--- src/rtl/gpio_pkg.sv ---
// Shared types and constants for the GPIO port controller.
package gpio_pkg;

  typedef enum logic [1:0] {
    IDLE   = 2'd0,
    ACCESS = 2'd1,
    TURN   = 2'd2,
    DONE   = 2'd3
  } gpio_state_t;

  localparam logic [1:0] ADDR_DOUT = 2'd0;
  localparam logic [1:0] ADDR_DIR  = 2'd1;
  localparam logic [1:0] ADDR_PIN  = 2'd2;
  localparam logic [1:0] ADDR_IRQ  = 2'd3;

  localparam int TURN_W = 4;

endpackage

--- src/rtl/gpio_port_ctrl_if.sv ---
// Request/acknowledge register bus between the core and the GPIO port controller.
interface gpio_port_ctrl_if #(
  parameter int WIDTH = 8
);
  logic             REQ;
  logic             WE;
  logic [1:0]       ADDR;
  logic [WIDTH-1:0] WDATA;
  logic [WIDTH-1:0] RDATA;
  logic             ACK;
  logic             BUSY;

  modport master (
    output REQ, WE, ADDR, WDATA,
    input  RDATA, ACK, BUSY
  );

  modport slave (
    input  REQ, WE, ADDR, WDATA,
    output RDATA, ACK, BUSY
  );
endinterface

--- src/rtl/gpio_sync2.sv ---
// Two-flop synchroniser for asynchronous pin levels, synchronous active-high reset.
module gpio_sync2 #(
  parameter int WIDTH = 8
) (
  input  logic             CLK,
  input  logic             RST,
  input  logic [WIDTH-1:0] d,
  output logic [WIDTH-1:0] q
);
  logic [WIDTH-1:0] meta;

  always_ff @(posedge CLK) begin
    if (RST) begin
      meta <= '0;
      q    <= '0;
    end else begin
      meta <= d;
      q    <= meta;
    end
  end
endmodule

--- src/rtl/gpio_port_ctrl.sv ---
// GPIO port controller: DOUT/DIR registers, bus handshake FSM, input-to-output turnaround.
// Optional pin-change interrupt status enabled by defining GPIO_PORT_IRQ_EN.
module gpio_port_ctrl
  import gpio_pkg::*;
#(
  parameter int WIDTH    = 8,
  parameter int TURN_CYC = 2
) (
  input  logic             CLK,
  input  logic             RST,
  gpio_port_ctrl_if.slave  bus,
  input  logic [WIDTH-1:0] PIN_IN,
  output logic [WIDTH-1:0] PIN_OUT,
  output logic [WIDTH-1:0] PIN_OE
`ifdef GPIO_PORT_IRQ_EN
  ,
  output logic             IRQ
`endif
);

  localparam bit HAS_TURN = (TURN_CYC > 0);
  localparam int TURN_LOAD_I = (TURN_CYC > 0) ? TURN_CYC - 1 : 0;
  localparam logic [TURN_W-1:0] TURN_LOAD = TURN_LOAD_I[TURN_W-1:0];

  gpio_state_t state, state_nx;

  logic             we_q;
  logic [1:0]       addr_q;
  logic [WIDTH-1:0] wdata_q;
  logic [WIDTH-1:0] dout;
  logic [WIDTH-1:0] dir;
  logic [WIDTH-1:0] dir_prev;
  logic [WIDTH-1:0] rdata_q;
  logic [WIDTH-1:0] pin_s2;
  logic [WIDTH-1:0] status_rd;
  logic [WIDTH-1:0] read_val;
  logic [TURN_W-1:0] turn_cnt;
  logic             dir_rising;

  gpio_sync2 #(.WIDTH(WIDTH)) u_sync (
    .CLK (CLK),
    .RST (RST),
    .d   (PIN_IN),
    .q   (pin_s2)
  );

  always_ff @(posedge CLK) begin
    if (RST) state <= IDLE;
    else     state <= state_nx;
  end

  // A DIR write that turns any pin into an output must wait out the turnaround.
  assign dir_rising = we_q && (addr_q == ADDR_DIR) && (|(~dir & wdata_q));

  always_comb begin
    state_nx = state;
    case (state)
      IDLE:    if (bus.REQ) state_nx = ACCESS;
      ACCESS:  state_nx = (dir_rising && HAS_TURN) ? TURN : DONE;
      TURN:    if (turn_cnt == '0) state_nx = DONE;
      DONE:    state_nx = IDLE;
      default: state_nx = IDLE;
    endcase
  end

  always_comb begin
    bus.ACK   = (state == DONE);
    bus.BUSY  = (state != IDLE);
    bus.RDATA = (state == DONE) ? rdata_q : '0;
    PIN_OUT   = dout;
    PIN_OE    = (state == TURN) ? (dir_prev & dir) : dir;
  end

  always_comb begin
    read_val = '0;
    case (addr_q)
      ADDR_DOUT: read_val = dout;
      ADDR_DIR:  read_val = dir;
      ADDR_PIN:  read_val = pin_s2;
      ADDR_IRQ:  read_val = status_rd;
      default:   read_val = '0;
    endcase
  end

  always_ff @(posedge CLK) begin
    if (RST) begin
      we_q     <= 1'b0;
      addr_q   <= '0;
      wdata_q  <= '0;
      dout     <= '0;
      dir      <= '0;
      dir_prev <= '0;
      rdata_q  <= '0;
      turn_cnt <= '0;
    end else begin
      if (state == IDLE && bus.REQ) begin
        we_q    <= bus.WE;
        addr_q  <= bus.ADDR;
        wdata_q <= bus.WDATA;
      end
      if (state == ACCESS) begin
        dir_prev <= dir;
        if (we_q) begin
          if (addr_q == ADDR_DOUT) dout <= wdata_q;
          if (addr_q == ADDR_DIR)  dir  <= wdata_q;
        end else begin
          rdata_q <= read_val;
        end
      end
      if (state == ACCESS && state_nx == TURN)
        turn_cnt <= TURN_LOAD;
      else if (state == TURN && turn_cnt != '0)
        turn_cnt <= turn_cnt - 1'b1;
    end
  end

`ifdef GPIO_PORT_IRQ_EN
  logic [WIDTH-1:0] pin_s3;
  logic [WIDTH-1:0] status;
  logic [WIDTH-1:0] irq_set;
  logic [WIDTH-1:0] irq_clr;
  logic             irq_q;

  // Only input pins can raise a change event; a fresh edge beats a same-cycle clear.
  always_comb begin
    irq_set = (pin_s2 ^ pin_s3) & ~dir;
    irq_clr = (state == ACCESS && we_q && addr_q == ADDR_IRQ) ? wdata_q : '0;
  end

  always_ff @(posedge CLK) begin
    if (RST) begin
      pin_s3 <= '0;
      status <= '0;
      irq_q  <= 1'b0;
    end else begin
      pin_s3 <= pin_s2;
      status <= (status & ~irq_clr) | irq_set;
      irq_q  <= |status;
    end
  end

  assign status_rd = status;
  assign IRQ       = irq_q;
`else
  assign status_rd = '0;
`endif

endmodule

--- src/flat_wrapper.sv ---
// flat-port wrapper written by rule: the top's interface ports become plain ports
module gpio_port_ctrl_flat import gpio_pkg::*;
#(
  parameter int WIDTH    = 8,
  parameter int TURN_CYC = 2
)
  (CLK, RST, PIN_IN, PIN_OUT, PIN_OE, bus_REQ, bus_WE, bus_ADDR, bus_WDATA, bus_RDATA, bus_ACK, bus_BUSY);
  gpio_port_ctrl_if #(.WIDTH(WIDTH)) bus_i ();
  input  logic CLK;
  input  logic RST;
  input  logic [WIDTH-1:0] PIN_IN;
  output logic [WIDTH-1:0] PIN_OUT;
  output logic [WIDTH-1:0] PIN_OE;
  input wire logic [$bits(bus_i.REQ)-1:0] bus_REQ;
  input wire logic [$bits(bus_i.WE)-1:0] bus_WE;
  input wire logic [$bits(bus_i.ADDR)-1:0] bus_ADDR;
  input wire logic [$bits(bus_i.WDATA)-1:0] bus_WDATA;
  output wire logic [$bits(bus_i.RDATA)-1:0] bus_RDATA;
  output wire logic [$bits(bus_i.ACK)-1:0] bus_ACK;
  output wire logic [$bits(bus_i.BUSY)-1:0] bus_BUSY;
  assign bus_i.REQ = bus_REQ;
  assign bus_i.WE = bus_WE;
  assign bus_i.ADDR = bus_ADDR;
  assign bus_i.WDATA = bus_WDATA;
  assign bus_RDATA = bus_i.RDATA;
  assign bus_ACK = bus_i.ACK;
  assign bus_BUSY = bus_i.BUSY;
  gpio_port_ctrl #(.WIDTH(WIDTH), .TURN_CYC(TURN_CYC)) u_core (.CLK(CLK), .RST(RST), .bus(bus_i), .PIN_IN(PIN_IN), .PIN_OUT(PIN_OUT), .PIN_OE(PIN_OE));
endmodule
--- config.mk ---
export PLATFORM = sky130hd
export DESIGN_NAME = gpio_port_ctrl_flat
export DESIGN_NICKNAME = d
export VERILOG_FILES = /design/src/rtl/gpio_pkg.sv /design/src/rtl/gpio_port_ctrl_if.sv /design/src/rtl/gpio_sync2.sv /design/src/rtl/gpio_port_ctrl.sv /design/src/flat_wrapper.sv
export SDC_FILE = /design/constraint.sdc
export NUM_CORES = 1
export LEC_CHECK = 0
export CORE_ASPECT_RATIO = 1.25
export CORE_UTILIZATION = 55
export DETAILED_ROUTE_END_ITERATION = 6
export PLACE_DENSITY = 0.88
export SLEW_MARGIN = 20
export SYNTH_ARGS = -nofsm -noshare
export SYNTH_HDL_FRONTEND = slang
export SYNTH_SLANG_ARGS = --single-unit
--- constraint.sdc ---
create_clock -name CLK -period 3.8 [get_ports CLK]
set_clock_uncertainty 0.1 [all_clocks]
set_input_delay 0.57 -clock CLK [delete_from_list [all_inputs] [get_ports CLK]]
set_output_delay 0.57 -clock CLK [all_outputs]
set_load 0.005 [all_outputs]
After elaboration in Yosys (flattened, before gate mapping) --
Index checks and enable logic that the tools add are counted.
Operators by class: reductions and logical operators 16, mux-type cells 9, add/subtract/negate cells 1, bitwise gates (word level) 4, equal/unequal tests 7
Operators with widths (number):
- 8-bit one-hot mux with 4 select lines | 1
- 8-bit AND | 2
- 8-bit two-way mux | 2
- 2-bit equality test (second input constant) | 5
- 8-bit NOT | 1
- 2-bit one-hot mux with 4 select lines | 1
- 8-bit OR reduction | 1
- 3-bit AND reduction | 2
- 1-bit logical AND | 5
- 2-bit by 1-bit equality test with 1-bit output (second input constant) | 2
- 2-bit logical NOT | 2
- 4-bit logical NOT | 1
- 2-bit two-way mux | 2
- 2-bit nonzero test | 2
- 4-bit nonzero test | 1
- 4-bit by 1-bit subtractor with 4-bit output (second input constant) | 1
- 1-bit two-way mux | 3
- 2-bit AND reduction | 1
- 2-bit OR reduction | 1
- 1-bit NOT | 1
Word-level totals: logic and storage cells 49, output and inout port bits 26, bits of input ports 22, flip-flop bits (word level) 65

Logic depth before layout (Yosys ltp) --
depth in word-level cells 9, gate-level depth with buffers 7

Cells and area by module --
From an unflattened synthesis, not the netlist that was laid out.
Unflattened totals: cell total of the unflattened synthesis 318, area, all modules 2745.1 um^2
Modules (own cells, without submodules):
- gpio_port_ctrl | cells an instance 285, instances 1, sequential area each 980.9 um^2, area each 2280.9 um^2
- gpio_sync2 | cells an instance 33, instances 1, sequential area each 320.3 um^2, area each 464.2 um^2

Least setup slack after synthesis --
OpenSTA, ideal clock, no wires.
path type flip-flop to flip-flop, start point register u_core.turn_cnt[0], end point register u_core.turn_cnt[2], library setup time 0.131 ns, cell stages (with the launch flop) 8, slack 1.925 ns, required time 3.569 ns, data arrival time 1.644 ns, period minus slack after synthesis 1.875 ns, cells stage by stage dfxtp_1 -> inv_1 -> ha_1 -> nor3b_1 -> o21ai_1 -> or4b_1 -> o22a_1 -> nor3b_2
Between the ends: cells in the longest elaborated chain, start to end 6, elaborated cells on any way between the ends 9
Ends and longest elaborated chain:
- start: declaration | line gpio_port_ctrl.sv:37 | logic [TURN_W-1:0] turn_cnt;
- start signal: assignment | line gpio_port_ctrl.sv:113 | turn_cnt <= turn_cnt - 1'b1;
- 4-bit logical NOT | line gpio_port_ctrl.sv:60 | TURN: if (turn_cnt == '0) state_nx = DONE;
- 2-bit two-way mux | line gpio_port_ctrl.sv:60
- 2-bit one-hot mux with 4 select lines | line gpio_port_ctrl.sv:57 | case (state)
- 2-bit equality test | line gpio_port_ctrl.sv:110 | if (state == ACCESS && state_nx == TURN)
- 1-bit logical AND | line gpio_port_ctrl.sv:110
- 2-bit OR reduction (no line)
Several ways; a longest one is shown, not always the timed one. A chain may end at the register's enable or synchronous reset.

Worst setup path after layout --
start point register u_core.state[0], end point output PIN_OE[6]
Between the ends: cells in the longest elaborated chain, start to end 2
Ends and longest elaborated chain:
- start: declaration | line gpio_port_ctrl.sv:25 | gpio_state_t state, state_nx;
- start signal: assignment | line gpio_port_ctrl.sv:49 | else state <= state_nx;
- 2-bit equality test | line gpio_port_ctrl.sv:71 | PIN_OE = (state == TURN) ? (dir_prev & dir) : dir;
- 8-bit two-way mux | line gpio_port_ctrl.sv:71
- end: declaration | line flat_wrapper.sv:13 | output logic [WIDTH-1:0] PIN_OE;
No other way between the ends.

==> results.tsv <==
stage	metric	value	unit
grt	antenna_found_initial	0	
critical_path	required	3.13	ns
routing	post_drt_wl_per_cell	12.7	µm
timing	maxSlewViolCount	0	
routing	drc	0	
power	leakage	0.00121	µW
power	switching_power	605	µW
synth	ys_seq_area_share	48.3	%
synth	ys_ff_latch	65	
final_layout	nets	389	
synth	netlist_instances	321	
synth	yosys.area.top_type	dfxtp_1	
place	finalWeightedCongestion	0.822	
clock_tree	post_cts_buffers	0	
synth	synth_top_area_share	48.3	%
final_layout	syn2layout_area_growth	25.7	%
final_layout	diodes	0	
timing	finalHoldViolations	0	
clock_tree	cts_made_buffers	9	
clock_tree	cts_sinks	65	
floorplan	fp.dieW	64.6	µm
routing	drt-total-wl	5430	µm
clock_tree	cts_tree	built	
critical_path	cp-start-kind	flop	
synth	synth_nets	349	
clock_tree	cts-hold-fix-buffers	0	
synth	avgSynthCellArea	8.38	µm²
final_layout	most-common-layout-cells	65 x dfxtp_1, 59 x nand2_1, 46 x clkdlybuf4s50_1	
power	pwr-share-clk	32.5	%
power	combPwrFrac	24.6	%
run	max_cap_violations	0	
status	status	complete, no violations	
timing	hold-worst-slack	0.338	ns
routing	dr_wl_met3	313	µm
timing	rsz0062_at_grt	no	
critical_path	crit_buf_inv	2	
critical_path	path_delay_family	buffers and inverters	
synth	synth_area_leaders	dfxtp_1 48%, nand2_1 8.2%, a21oi_1 7.3%	
critical_path	path_cells	inv_1, ha_1, a21boi_0, clkdlybuf4s50_1	
place	port_buffers	47	
floorplan	fp-row-count	28	
floorplan	initial_utilization	56.9	%
timing	relSlewSlack	53.6	%
routing	drtPass1Iterations	4	
routing	viasPerCell	5.18	
critical_path	worstPathArrival	1.95	ns
final_layout	final_common_cell	dfxtp_1	
critical_path	slowest_delay	0.53	ns
final_layout	drive_above_1_share	5.46	%
floorplan	coreArea	4730	µm²
critical_path	path_max_fanout	12	
clock_tree	root_buffer	clkbuf_8	
clock_tree	cts_buffer_depth	2	
routing	top_layer_used	met4	
critical_path	timing_worst_setup_path_type	flop to output pin	
routing	num_vias	2205	
grt	grt_pass1_wl	8780	µm
worst_hold_path	hold_path.class	flop to flop	
power	vdd_drop_max	0.000409	V
place	dp_hpwl	3750	µm
power	swShare	31.1	%
grt	overflow	0	
floorplan	pin_count	48	
critical_path	cp-end-kind	output pin	
power	seqPwrFrac	42.9	%
routing	wl_met1	2340	µm
clock_tree	clk_latency	0.34	ns
floorplan	die_h	80.2	µm
timing	final.min_clock_period	2.62	ns
clock_tree	cts-resized-gates	0	
clock_tree	cts.clk_slew.worst_paths	0.07	ns
synth	ys_types	33	
routing	first_iter_violations	143	
clock_tree	cts_max_level	3	
grt	grt_pass1_vias	1911	
power	internal_power	1340	µW
power	power_density	574	nW/µm²
grt	grt_start_max_net_pins	66	
grt	grt.total_usage	22.7	%
timing	finalSetupViolations	0	
timing	tightest_slew	0.695	ns
floorplan	design.die.area	5180	µm²
routing	ant_nets	0	
synth	yosysWarningCount	0	
timing	post-route-period-util	68.9	%
routing	dr_wl_met2	2670	µm
final_layout	fillCellCount	379	
timing	tns	0	ns
critical_path	crit_path_top_delay_cell	clkdlybuf4s50_1	
synth	synth_area	2690	µm²
timing	fmax	382	MHz
[logic make-up after synthesis]
logic type	share of synthesized area (%)
AND/OR/NAND/NOR	23.1
adder cells (fa/ha/maj)	2.79
multiplexers	5.95
flip-flops	48.3
XOR/XNOR	0.325
buffers and inverters	5.58
AO/OA/AOI/OAI	13.9
[stage by stage]
stage                     util (%)  total power, µW  std cells  worst slack, ns  instance area [µm²]
after detailed placement      66.8             1320        410             1.52                 3160
after floorplan                  -             1180        321             1.92                 2690
final                         71.5             1940        426             1.18                 3380
after global routing          71.5             2060        426             1.08                 3380
after CTS                     71.5             1950        426             1.14                 3380
after global placement        66.8             1300        410             1.61                 3160
[worst reg2reg max path, stage by stage (launching register included)]
cell     delay, ns
dfxtp_1       0.33
inv_1         0.11
ha_1          0.61
nand2_1       0.15
or4b_1        0.49
o22a_1        0.22
nor3b_2       0.16
[per-layer routing]
| layer | global-route usage [%] | up-vias |
|---|---|---|
| li1 | - | 1131 |
| met1 | 28.4 | 990 |
| met2 | 35.9 | 75 |
| met3 | 6.53 | 9 |
| met4 | 10.2 | 0 |
| met5 | 0 | - |
[path summary, 6_finish.rpt]
| check | startpoint | to | slack [ns] | depth (start not counted) |
|---|---|---|---|---|
| hold / removal | u_core.u_sync.meta[1]$_SDFF_PP0_ | u_core.u_sync.q[1]$_SDFF_PP0_ | 0.34 | 1 |
| setup reg to reg | u_core.state[1]$_SDFF_PP0_ | u_core.turn_cnt[2]$_SDFFE_PP0P_ | 1.50 | 6 |
| hold reg to reg | u_core.u_sync.meta[1]$_SDFF_PP0_ | u_core.u_sync.q[1]$_SDFF_PP0_ | 0.34 | 1 |
| setup / recovery | u_core.state[0]$_SDFF_PP0_ | PIN_OE[6] | 1.18 | 4 |
[power by group through the flow]
stage / clock (µW) / sequential (µW) / combinational (µW)
5_1_grt: 675 / 842 / 542
4_1_cts: 644 / 831 / 479
3_5_place_dp: 0 / 846 / 477
6_report: 632 / 832 / 478
2_1_floorplan: 0 / 817 / 364
3_3_place_gp: 0 / 841 / 455
[synth_stat cells, drive strengths merged]
cell,instances
a211oi,8
a21boi,8
a21oi,39
a22oi,1
a311oi,1
and2,9
and2b,1
and3,1
and3b,1
buf,5
clkbuf,13
dfxtp,65
ha,6
inv,21
mux2i,16
nand2,59
nand3,1
nor2,29
nor2b,20
nor3,1
nor3b,3
nor4,1
o21ai,2
o22a,1
o22ai,4
or2,1
or3b,1
or4b,2
xnor2,1
[flip-flops by register name, indices dropped and copies added (netlist names)]
signal              flops
u_core.PIN_OUT          8
u_core.dir              8
u_core.dir_prev         8
u_core.rdata_q          8
u_core.u_sync.meta      8
u_core.u_sync.q         8
u_core.wdata_q          8
u_core.turn_cnt         4
u_core.addr_q           2
u_core.state            2
u_core.we_q             1
[area by class of cell]
class                   instances  area (µm²)  share of cell area [%]
flip-flops and latches         65        1300                    38.5
multi-input cells             217        1240                    36.7
repair buffers                 47         468                    13.8
clock buffers                   9         124                    3.66
clock inverters                 7        95.1                    2.81
inverters                      21        78.8                    2.33
well taps                      60        75.1                    2.22
Note: power is estimated with default switching activity, not from simulation.
